<file path="config.mk">
export PLATFORM = sky130hd
export DESIGN_NAME = sprite_fetch_scheduler
export DESIGN_NICKNAME = d
export VERILOG_FILES = /design/src/rtl/sprite_fetch_scheduler_pkg.sv /design/src/rtl/sprite_fetch_scheduler_hit.sv /design/src/rtl/sprite_fetch_scheduler.sv
export SDC_FILE = /design/constraint.sdc
export NUM_CORES = 1
export LEC_CHECK = 0
export BUFFER_PORTS_ARGS = -buffer_cell sky130_fd_sc_hd__buf_4
export CAP_MARGIN = 20
export CORE_ASPECT_RATIO = 1.5
export CORE_MARGIN = 3
export CORE_UTILIZATION = 58
export DETAILED_ROUTE_END_ITERATION = 7
export PLACE_DENSITY = 0.84
export SYNTH_ARGS = -nofsm -noshare
export SYNTH_HDL_FRONTEND = slang
export SYNTH_SLANG_ARGS = --single-unit
export TNS_END_PERCENT = 30
</file>
<file path="constraint.sdc">
create_clock -name CLK -period 1.55 [get_ports CLK]
set_input_delay 0.0775 -clock CLK [delete_from_list [all_inputs] [get_ports CLK]]
set_output_delay 0.0775 -clock CLK [all_outputs]
set_load 0.005 [all_outputs]
</file>
<file path="src/rtl/sprite_fetch_scheduler_pkg.sv">
// Shared display/sprite constants and types for the sprite fetch scheduler.
// These sit alongside the existing game constants.
package sprite_fetch_scheduler_pkg;

  // Visible raster
  localparam int H_DISPLAY = 640;
  localparam int V_DISPLAY = 480;

  // Sprite geometry
  localparam int FROG_W   = 32;
  localparam int CAR_W    = 36;
  localparam int CAR_H    = 32;
  localparam int NUM_CARS = 6;

  // Foreground ROM layout: player image at 0, car image above it
  localparam int FG_PLAYER_BASE = 0;
  localparam int FG_CAR_BASE    = 1024;

  // Background ROM layout: one 1024-word page per background type
  localparam int BG_PAGE   = 1024;
  localparam int TILE      = 32;
  localparam int TILE_BITS = $clog2(TILE);

  // Colour 0 is see-through in every sprite image
  localparam logic [8:0] TRANSPARENT = 9'h000;

  typedef enum logic [1:0] {
    BG_NONE   = 2'd0,
    BG_ROAD   = 2'd1,
    BG_GRASS  = 2'd2,
    BG_GROUND = 2'd3
  } bg_type_e;

  typedef enum logic {
    ST_BLANK  = 1'b0,
    ST_ACTIVE = 1'b1
  } frame_state_e;

  // Per-pixel bookkeeping carried alongside the ROM fetch
  typedef struct packed {
    logic       visible;     // pixel lies inside the displayed raster
    logic       in_frame;    // frame state machine is ACTIVE for this pixel
    logic       has_owner;   // some sprite owns the foreground port
    logic       player_own;  // the player owns it (player hit)
    logic       car_any;     // at least one car covers the pixel
    logic [2:0] car_idx;     // lowest covering car
    logic       bg_none;     // no background image for this pixel
  } pix_tag_t;

  // Column inside the car image, mirrored when the car faces the other way
  function automatic logic [5:0] car_col(input logic [5:0] dx, input logic flip);
    return flip ? (6'(CAR_W - 1) - dx) : dx;
  endfunction

endpackage

</file>
<file path="src/rtl/sprite_fetch_scheduler_hit.sv">
// Rectangle hit test for one sprite plus the pixel offset inside it.
// Sums are formed at 11 bits so sprites near the right/bottom edge never wrap.
module sprite_hit_decode
  import sprite_fetch_scheduler_pkg::*;
#(
  parameter int W = FROG_W,
  parameter int H = FROG_W
) (
  input  logic [9:0] i_h,
  input  logic [9:0] i_v,
  input  logic [9:0] i_x,
  input  logic [9:0] i_y,
  output logic       o_hit,
  output logic [5:0] o_dx,
  output logic [5:0] o_dy
);

  logic [10:0] w_x_end;
  logic [10:0] w_y_end;

  assign w_x_end = {1'b0, i_x} + 11'(W);
  assign w_y_end = {1'b0, i_y} + 11'(H);

  assign o_hit = (i_h >= i_x) && ({1'b0, i_h} < w_x_end) &&
                 (i_v >= i_y) && ({1'b0, i_v} < w_y_end);

  // Offsets are only meaningful when o_hit is set, so 6 bits suffice
  assign o_dx = 6'(i_h - i_x);
  assign o_dy = 6'(i_v - i_y);

endmodule

</file>
<file path="src/rtl/sprite_fetch_scheduler.sv">
// Pixel-rate sprite fetch scheduler: owner arbitration, ROM addressing,
// transparency compositing, collision latch and frame-start detection.
// Pixel (h,v) presented in a cycle yields rgb three clock edges later.
module sprite_fetch_scheduler
  import sprite_fetch_scheduler_pkg::*;
(
  input  logic        CLK,
  input  logic        RST_N,
  input  logic [9:0]  h_count,
  input  logic [9:0]  v_count,
  input  logic [9:0]  player_x,
  input  logic [9:0]  player_y,
  input  logic [59:0] car_x,
  input  logic [59:0] car_y,
  input  logic [5:0]  car_flip,
  input  logic [1:0]  bg_type,
  output logic [11:0] fg_addr,
  input  logic [8:0]  fg_data,
  output logic [11:0] bg_addr,
  input  logic [8:0]  bg_data,
  output logic [8:0]  rgb,
  output logic        collision_valid,
  output logic [2:0]  collision_car,
  input  logic        collision_ack,
  output logic        frame_start
);

  // ---------------------------------------------------------------- S0 decode
  logic                w_pl_hit;
  logic [5:0]          w_pl_dx;
  logic [5:0]          w_pl_dy;
  logic [NUM_CARS-1:0] w_car_hit;
  logic [5:0]          w_car_dx [NUM_CARS];
  logic [5:0]          w_car_dy [NUM_CARS];

  sprite_hit_decode #(.W(FROG_W), .H(FROG_W)) u_player_hit (
    .i_h   (h_count),
    .i_v   (v_count),
    .i_x   (player_x),
    .i_y   (player_y),
    .o_hit (w_pl_hit),
    .o_dx  (w_pl_dx),
    .o_dy  (w_pl_dy)
  );

  for (genvar gi = 0; gi < NUM_CARS; gi++) begin : g_car
    sprite_hit_decode #(.W(CAR_W), .H(CAR_H)) u_car_hit (
      .i_h   (h_count),
      .i_v   (v_count),
      .i_x   (car_x[10*gi +: 10]),
      .i_y   (car_y[10*gi +: 10]),
      .o_hit (w_car_hit[gi]),
      .o_dx  (w_car_dx[gi]),
      .o_dy  (w_car_dy[gi])
    );
  end

  // Fixed-priority owner select (player first, then lowest car) and its address
  logic        w_car_any;
  logic [2:0]  w_car_idx;
  logic [5:0]  w_car_row;
  logic [5:0]  w_car_col;
  logic [11:0] w_fg_addr_next;

  always_comb begin
    // NOTE: every output gets a default before any branch so no latch is inferred.
    w_car_idx      = '0;
    w_car_row      = '0;
    w_car_col      = '0;
    w_fg_addr_next = '0;
    // Scan downwards so the lowest-numbered hit is the one left standing
    for (int i = NUM_CARS - 1; i >= 0; i--) begin
      if (w_car_hit[i]) begin
        w_car_idx = 3'(i);
        w_car_row = w_car_dy[i];
        w_car_col = car_col(w_car_dx[i], car_flip[i]);
      end
    end
    w_car_any = |w_car_hit;
    if (w_pl_hit) begin
      w_fg_addr_next = 12'(FG_PLAYER_BASE) + 12'(w_pl_dy) * 12'(FROG_W) + 12'(w_pl_dx);
    end else if (w_car_any) begin
      w_fg_addr_next = 12'(FG_CAR_BASE) + 12'(w_car_row) * 12'(CAR_W) + 12'(w_car_col);
    end
  end

  // Background tile address: one page per background type, tiles repeat every TILE
  logic [1:0]  w_bg_page;
  logic [11:0] w_bg_addr_next;

  always_comb begin
    w_bg_page      = bg_type - 2'd1;
    w_bg_addr_next = '0;
    if (bg_type != BG_NONE) begin
      w_bg_addr_next = 12'(w_bg_page) * 12'(BG_PAGE)
                     + 12'(v_count[TILE_BITS-1:0]) * 12'(TILE)
                     + 12'(h_count[TILE_BITS-1:0]);
    end
  end

  // ------------------------------------------------------------- frame FSM
  frame_state_e r_state;
  frame_state_e w_state_next;
  logic         w_frame_pulse;

  // Next state: enter ACTIVE at the top-left pixel, leave at the first line below the raster
  always_comb begin
    w_state_next  = r_state;
    w_frame_pulse = 1'b0;
    case (r_state)
      ST_BLANK: begin
        if (h_count == 10'd0 && v_count == 10'd0) begin
          w_state_next  = ST_ACTIVE;
          w_frame_pulse = 1'b1;
        end
      end
      ST_ACTIVE: begin
        if (h_count == 10'd0 && v_count == 10'(V_DISPLAY)) begin
          w_state_next = ST_BLANK;
        end
      end
      default: w_state_next = ST_BLANK;
    endcase
  end

  // Frame state register
  always_ff @(posedge CLK or negedge RST_N) begin
    // NOTE: clocked state uses non-blocking assignments so every register samples pre-edge values.
    if (!RST_N) begin
      r_state <= ST_BLANK;
    end else begin
      r_state <= w_state_next;
    end
  end

  // Pulse lines up with the pixel being presented; held low while in reset
  assign frame_start = w_frame_pulse & RST_N;

  // Tag describing the presented pixel
  pix_tag_t w_s0_tag;

  always_comb begin
    w_s0_tag            = '0;
    w_s0_tag.visible    = (h_count < 10'(H_DISPLAY)) && (v_count < 10'(V_DISPLAY));
    w_s0_tag.in_frame   = (w_state_next == ST_ACTIVE);
    w_s0_tag.has_owner  = w_pl_hit | w_car_any;
    w_s0_tag.player_own = w_pl_hit;
    w_s0_tag.car_any    = w_car_any;
    w_s0_tag.car_idx    = w_car_idx;
    w_s0_tag.bg_none    = (bg_type == BG_NONE);
  end

  // ------------------------------------------------------- S1 / S2 pipeline
  pix_tag_t r_s1_tag;
  pix_tag_t r_s2_tag;

  // S1 registers the addresses that go to the ROMs; S2 waits out the ROM latency
  always_ff @(posedge CLK or negedge RST_N) begin
    if (!RST_N) begin
      r_s1_tag <= '0;
      r_s2_tag <= '0;
      fg_addr  <= '0;
      bg_addr  <= '0;
    end else begin
      r_s1_tag <= w_s0_tag;
      r_s2_tag <= r_s1_tag;
      fg_addr  <= w_fg_addr_next;
      bg_addr  <= w_bg_addr_next;
    end
  end

  // ---------------------------------------------------------- S3 composite
  logic [8:0] w_bg_colour;
  logic       w_fg_opaque;
  logic [8:0] w_pixel;
  logic       w_event;

  // Foreground wins only where an owner exists and its colour is not see-through
  always_comb begin
    w_bg_colour = r_s2_tag.bg_none ? TRANSPARENT : bg_data;
    w_fg_opaque = r_s2_tag.has_owner && (fg_data != TRANSPARENT);
    w_pixel     = '0;
    if (r_s2_tag.visible) begin
      w_pixel = w_fg_opaque ? fg_data : w_bg_colour;
    end
    // With the player owning the port, fg_data is the player's own pixel
    w_event = r_s2_tag.visible && r_s2_tag.in_frame && r_s2_tag.player_own &&
              r_s2_tag.car_any && (fg_data != TRANSPARENT);
  end

  // Output colour register
  always_ff @(posedge CLK or negedge RST_N) begin
    if (!RST_N) begin
      rgb <= '0;
    end else begin
      rgb <= w_pixel;
    end
  end

  // Collision latch: acknowledge beats a simultaneous event; held while valid
  always_ff @(posedge CLK or negedge RST_N) begin
    if (!RST_N) begin
      collision_valid <= 1'b0;
      collision_car   <= '0;
    end else if (collision_valid && collision_ack) begin
      collision_valid <= 1'b0;
    end else if (!collision_valid && w_event) begin
      collision_valid <= 1'b1;
      collision_car   <= r_s2_tag.car_idx;
    end
  end

endmodule

</file>
==> results of run 1 <==
-- kinds of logic after synthesis --
logic type | share of synthesized area, %
flip-flops | 12.22
AO/OA/AOI/OAI | 22.21
adder cells (fa/ha/maj) | 31.73
buffers and inverters | 6.333
XOR/XNOR | 11.53
multiplexers | 0.5778
AND/OR/NAND/NOR | 15.39
-- through the flow --
step | worst slack (ns) | setup TNS (ns)
3_3_place_gp | -3.494 | -41.22
2_1_floorplan | -3.251 | -32.44
3_5_place_dp | -3.935 | -47.14
4_1_cts | -3.344 | -36.93
-- what timing repair did --
item                       CTS
hold buffers                 2
pin swaps                   54
setup endpoints to repair   20
buffers inserted            21
cloned                       0
gates resized for setup    112
hold endpoints to repair    56
-- cell usage after synthesis, drive strengths merged (4+ instances only) --
master and count:
o31a 5, inv 173, a21boi 9, or3 7
o21a 14, ha 260, o31ai 7, and2 6
a2111oi 4, o211ai 12, nand4 21, o21ai 57
nor2 68, and3 12, nand3b 9, buf 4
nor3 25, o221ai 6, a21oi 108, and4 9
nor2b 24, a221oi 10, nor4 8, a22o 4
nand3 35, a31oi 13, a211oi 17, o22ai 12
a211o 12, xor2 26, a22oi 6, fa 16
nand2 69, a21o 46, xnor2 117, dfrtp 55
mux2 4, clkbuf 9, nand2b 22
-- layer usage --
| layer | overflow | GRT usage (%) |
|---|---|---|
| met1 | 2 | 71.21 |
| met3 | 0 | 55.32 |
| met5 | 0 | 14.90 |
| met2 | 62 | 95.47 |
| met4 | 46 | 84.09 |
==> run metrics, run 1 <==
clock buffer depth 2; Placed Area 16,690 µm²; async set-or-reset flop fraction in the synthesized netlist 100.0%; flop and latch count out of synthesis 55; stop err [ERROR GRT-0116] Global routing finished with congestion. Check the congestion regions in the DRC Viewer.; Global Route Usage Sum 75.03%; Fail Step global routing; Mapped Cells 1,369; top cells by area, synth ha_1, dfrtp_1, xnor2_1; Root Buffer clkbuf_16; register area share after synthesis 12.22%; status stopped before the end; CTS Buf Count 5; synthesized net count 1,834; clock tree sinks 55; global route overflow 110; top-area cell type share of the netlist area 28.89%; Ys Warns 0; die width 119.8 µm; Initial Util 59.98%; Synth Cell Area 11,260 µm²; H-tree levels 2; placed cell count 2,273; Die Height 176.7 µm; Ports 227; num rows 61; vias in the first global route 19,640; DP Wirelength 41,620 µm; mean post-synth cell area 8.226 µm²; placer congestion estimate 1.038; Synth Flop Type dfrtp_1; Post-synth EDFFs 0; Synth area leader ha_1; first-pass GRT wire length 121,600 µm; pin count of the biggest net entering global routing 56; Netlist cell types 79; IO buf count 226
==> inputs of run 2 (changes only) <==
- CORE_ASPECT_RATIO: 1.5 -> not set
- CORE_UTILIZATION: 58 -> 40
- PLACE_DENSITY: 0.84 -> not set
- PLACE_DENSITY_LB_ADDON: not set -> 0.15
==> run 2 against run 1 <==
  * The flow now finishes, with violations (negative setup slack)
  * Synthesized area is the same
  * Synthesized cell count is the same
==> run metrics, run 2 <==
die area 30,200 µm²; global route overflow 0; post-synthesis compound-gate area fraction 22.21% (unchanged); largest family of logic cells by synthesized area adder cells; Logic pwr share 70.7%; Nets 2,528; placer congestion estimate 0.9515 (-8.3%); M1 GR Usage 34.04%; top cells by area, synth ha_1, dfrtp_1, xnor2_1; final wirelength 41,400 µm; post-synthesis mux area share 0.5778% (unchanged); CTS Buf Count 5 (unchanged); Peak Freq 204.3 MHz; Switching Share 38.57%; Initial Util 41.21% (-19 points); biggest regs bg_addr: 12 flops, fg_addr: 12 flops; DP Wirelength 36,290 µm (-13%); end of the worst hold path bg_addr[11]; Global Route Usage Sum 26.32%; count leader, synth ha_1; vias in the first global route 12,730; Max VDD drop 0.4393 mV; Worst-Margin Slew 0.6888 ns; Worst Skew 0.004766 ns; CP Max Fanout 6; Clk network pwr share 13.3%; Via Count 12,570; clock buffer depth 2 (unchanged); CP Data Arrival Time 5.06 ns; initial drt markers 623; async set-or-reset flop fraction in the synthesized netlist 100.0% (unchanged); DRT Pass-1 Iters 5; Ys Warns 0 (unchanged); Worst Hold Launch bg_type[1]; clk_lat worst skew 0.29 ns; Ports 227 (unchanged); clock tree sinks 55 (unchanged); Mapped Cells 1,369 (unchanged); Pleak 9.502 nW; CP startpoint kind input pin; first-pass GRT wire length 64,690 µm; commonest non-fill, non-tap cell in the layout buf_4; register area share after synthesis 12.22% (unchanged); IO buf count 226 (unchanged); RR Endpoint collision_car[0]; core box area 27,330 µm²; commonest non-fill, non-tap cells in the layout buf_4, ha_1, inv_1; pin count of the biggest net entering global routing 56; DRT antenna net count 0; Area growth syn-to-layout 59.97%; num rows 60 (-1.6%); mean post-synth cell area 8.226 µm² (unchanged); Synth Area in XOR/XNOR 11.53% (unchanged); relative slew slack 53.66%; Max Cap Viol 0; Worst Hold Class input pin to flip-flop; H-tree levels 2 (unchanged); final worst setup slack -3.344 ns; Psw 0.004064 W; M2 GR Usage 47.23%; grt met3 use 2.015%; Synth Area in Adders 31.73% (unchanged); simple-gate share of the synthesized area 15.39% (unchanged); vias per cell 5.161; Hold Path Depth 2; flop and latch count out of synthesis 55 (unchanged); R2R Setup Slk 0.27 ns; Slew Limit Fails 0; Synth area leader ha_1; sequential share of power 16.1%; DRC errors left 0; Worst setup EP type flip-flop; CTS tree built; Synth Cell Area 11,260 µm² (unchanged); initial antenna violation count 1; Synth Flop Type dfrtp_1; cells on worst reg2reg path 2; dpl ws -3.834 ns (+0.1002 ns); Pwr Total 0.01054 W; drt wl/cell 16.99 µm; Netlist cell types 79 (unchanged); setup TNS -36.68 ns; most used routing layer met2; internal power 0.006473 W; Worst Path Required 1.72 ns; ant diodes 0; top-area cell type share of the netlist area 28.89% (unchanged); RSZ-0062 raised after global routing true; r2r startpoint r_s2_tag[8]; Post-synth EDFFs 0 (unchanged); P per Cell Area 584.9 nW/µm²; final hold vios 0; Root Buffer clkbuf_16; share of cells above drive strength 1 40.41%; final worst path period need 4.894 ns; status finished with violations; Reg clk slew, reported paths 0.06 ns; most frequent cells after synthesis ha_1, inv_1, xnor2_1; Post-Route Utilization 65.92%; die width 173.8 µm (+45%); violated checks negative setup slack; Setup CP Type input pin to flip-flop; fin crit share 315.8%; synthesized net count 1,834 (unchanged); Die Height 173.8 µm (-1.6%); setup violators final 19
run 2: cell counts after synthesis:
No cell type changed its count.
run 2: worst max path at each step:
stage	from	endpoint	slack (ns)	cells past startpoint
6_report	car_x[43]	fg_addr[10]	-3.34	28
5_1_grt	car_x[43]	fg_addr[10]	-3.60	28
4_1_cts	car_x[44]	fg_addr[10]	-3.31	26
3_5_place_dp	car_x[43]	fg_addr[10]	-3.83	25
3_3_place_gp	car_x[43]	fg_addr[10]	-3.66	27
2_1_floorplan	car_x[43]	fg_addr[10]	-3.25	27
run 2: worst max-delay path: stages:
cell and delay (ns):
buf_12 0.09, inv_12 0.03, nor3_4 0.19, o21ai_2 0.08, or3_1 0.36, xnor2_1 0.15, ha_2 0.18, a211o_1 0.22
a31oi_1 0.19, a211oi_2 0.12, a311oi_4 0.38, nand2_4 0.12, and2_4 0.18, buf_6 0.12, a221oi_2 0.26, a21oi_1 0.08
o21ai_1 0.20, o221ai_2 0.16, fa_2 0.37, a21o_1 0.23, a21oi_4 0.20, nor2_4 0.04, and2_4 0.16, a21oi_4 0.16
mux2i_1 0.10, a22oi_2 0.17, a211oi_1 0.09, or3b_1 0.34
run 2: final cells by class:
class                      count  area [µm²]
fill                        2401        9313
clock buffer                   6       128.9
timing repair buffer         700        5472
clock inverter                 2       60.06
multi-input combinational   1127        9831
tap                          372       465.4
inverter                     174       680.7
sequential                    55        1376
run 2: timing repair:
| item | CTS | global route |
|---|---|---|
| gates resized for setup | 71 | 62 |
| gates cloned | 0 | 0 |
| setup endpoints to repair | 19 | 20 |
| buffers inserted | 14 | 10 |
| hold buffers | 2 | 0 |
| hold endpoints to repair | 56 | 0 |
| pin swaps | 42 | 56 |
run 2: kinds of logic after synthesis:
kind of cell | Yosys count
flip-flops | 55
multiplexers | 6
AO/OA/AOI/OAI | 370
adder cells (fa/ha/maj) | 276
AND/OR/NAND/NOR | 330
buffers and inverters | 187
XOR/XNOR | 145
run 2: power groups by stage:
stage	clock [W]	sequential, W	combinational [W]
2_1_floorplan	0	0.00172	0.00332
3_3_place_gp	0	0.00171	0.00660
3_5_place_dp	0	0.00172	0.00669
4_1_cts	0.00143	0.00170	0.00710
5_1_grt	0.00148	0.00172	0.00813
6_report	0.00140	0.00169	0.00745
run 2: metrics by stage:
stage	instances	hold slack [ns]	instance area (µm²)
2_1_floorplan	1369	-0.2181	11430
4_1_cts	2426	0.009666	17610
6_report	2436	0.02008	18010
3_5_place_dp	2402	0.2572	17010
3_3_place_gp	2402	0.2499	17010
5_1_grt	2436	0.03011	18010
run 2: routing by layer:
layer,wire [µm],vias up
met3,1704,41
met1,18320,5901
li1,-,6335
met2,20390,295
met4,986,0
met5,0,-
Power figures use the tool's default switching activity.
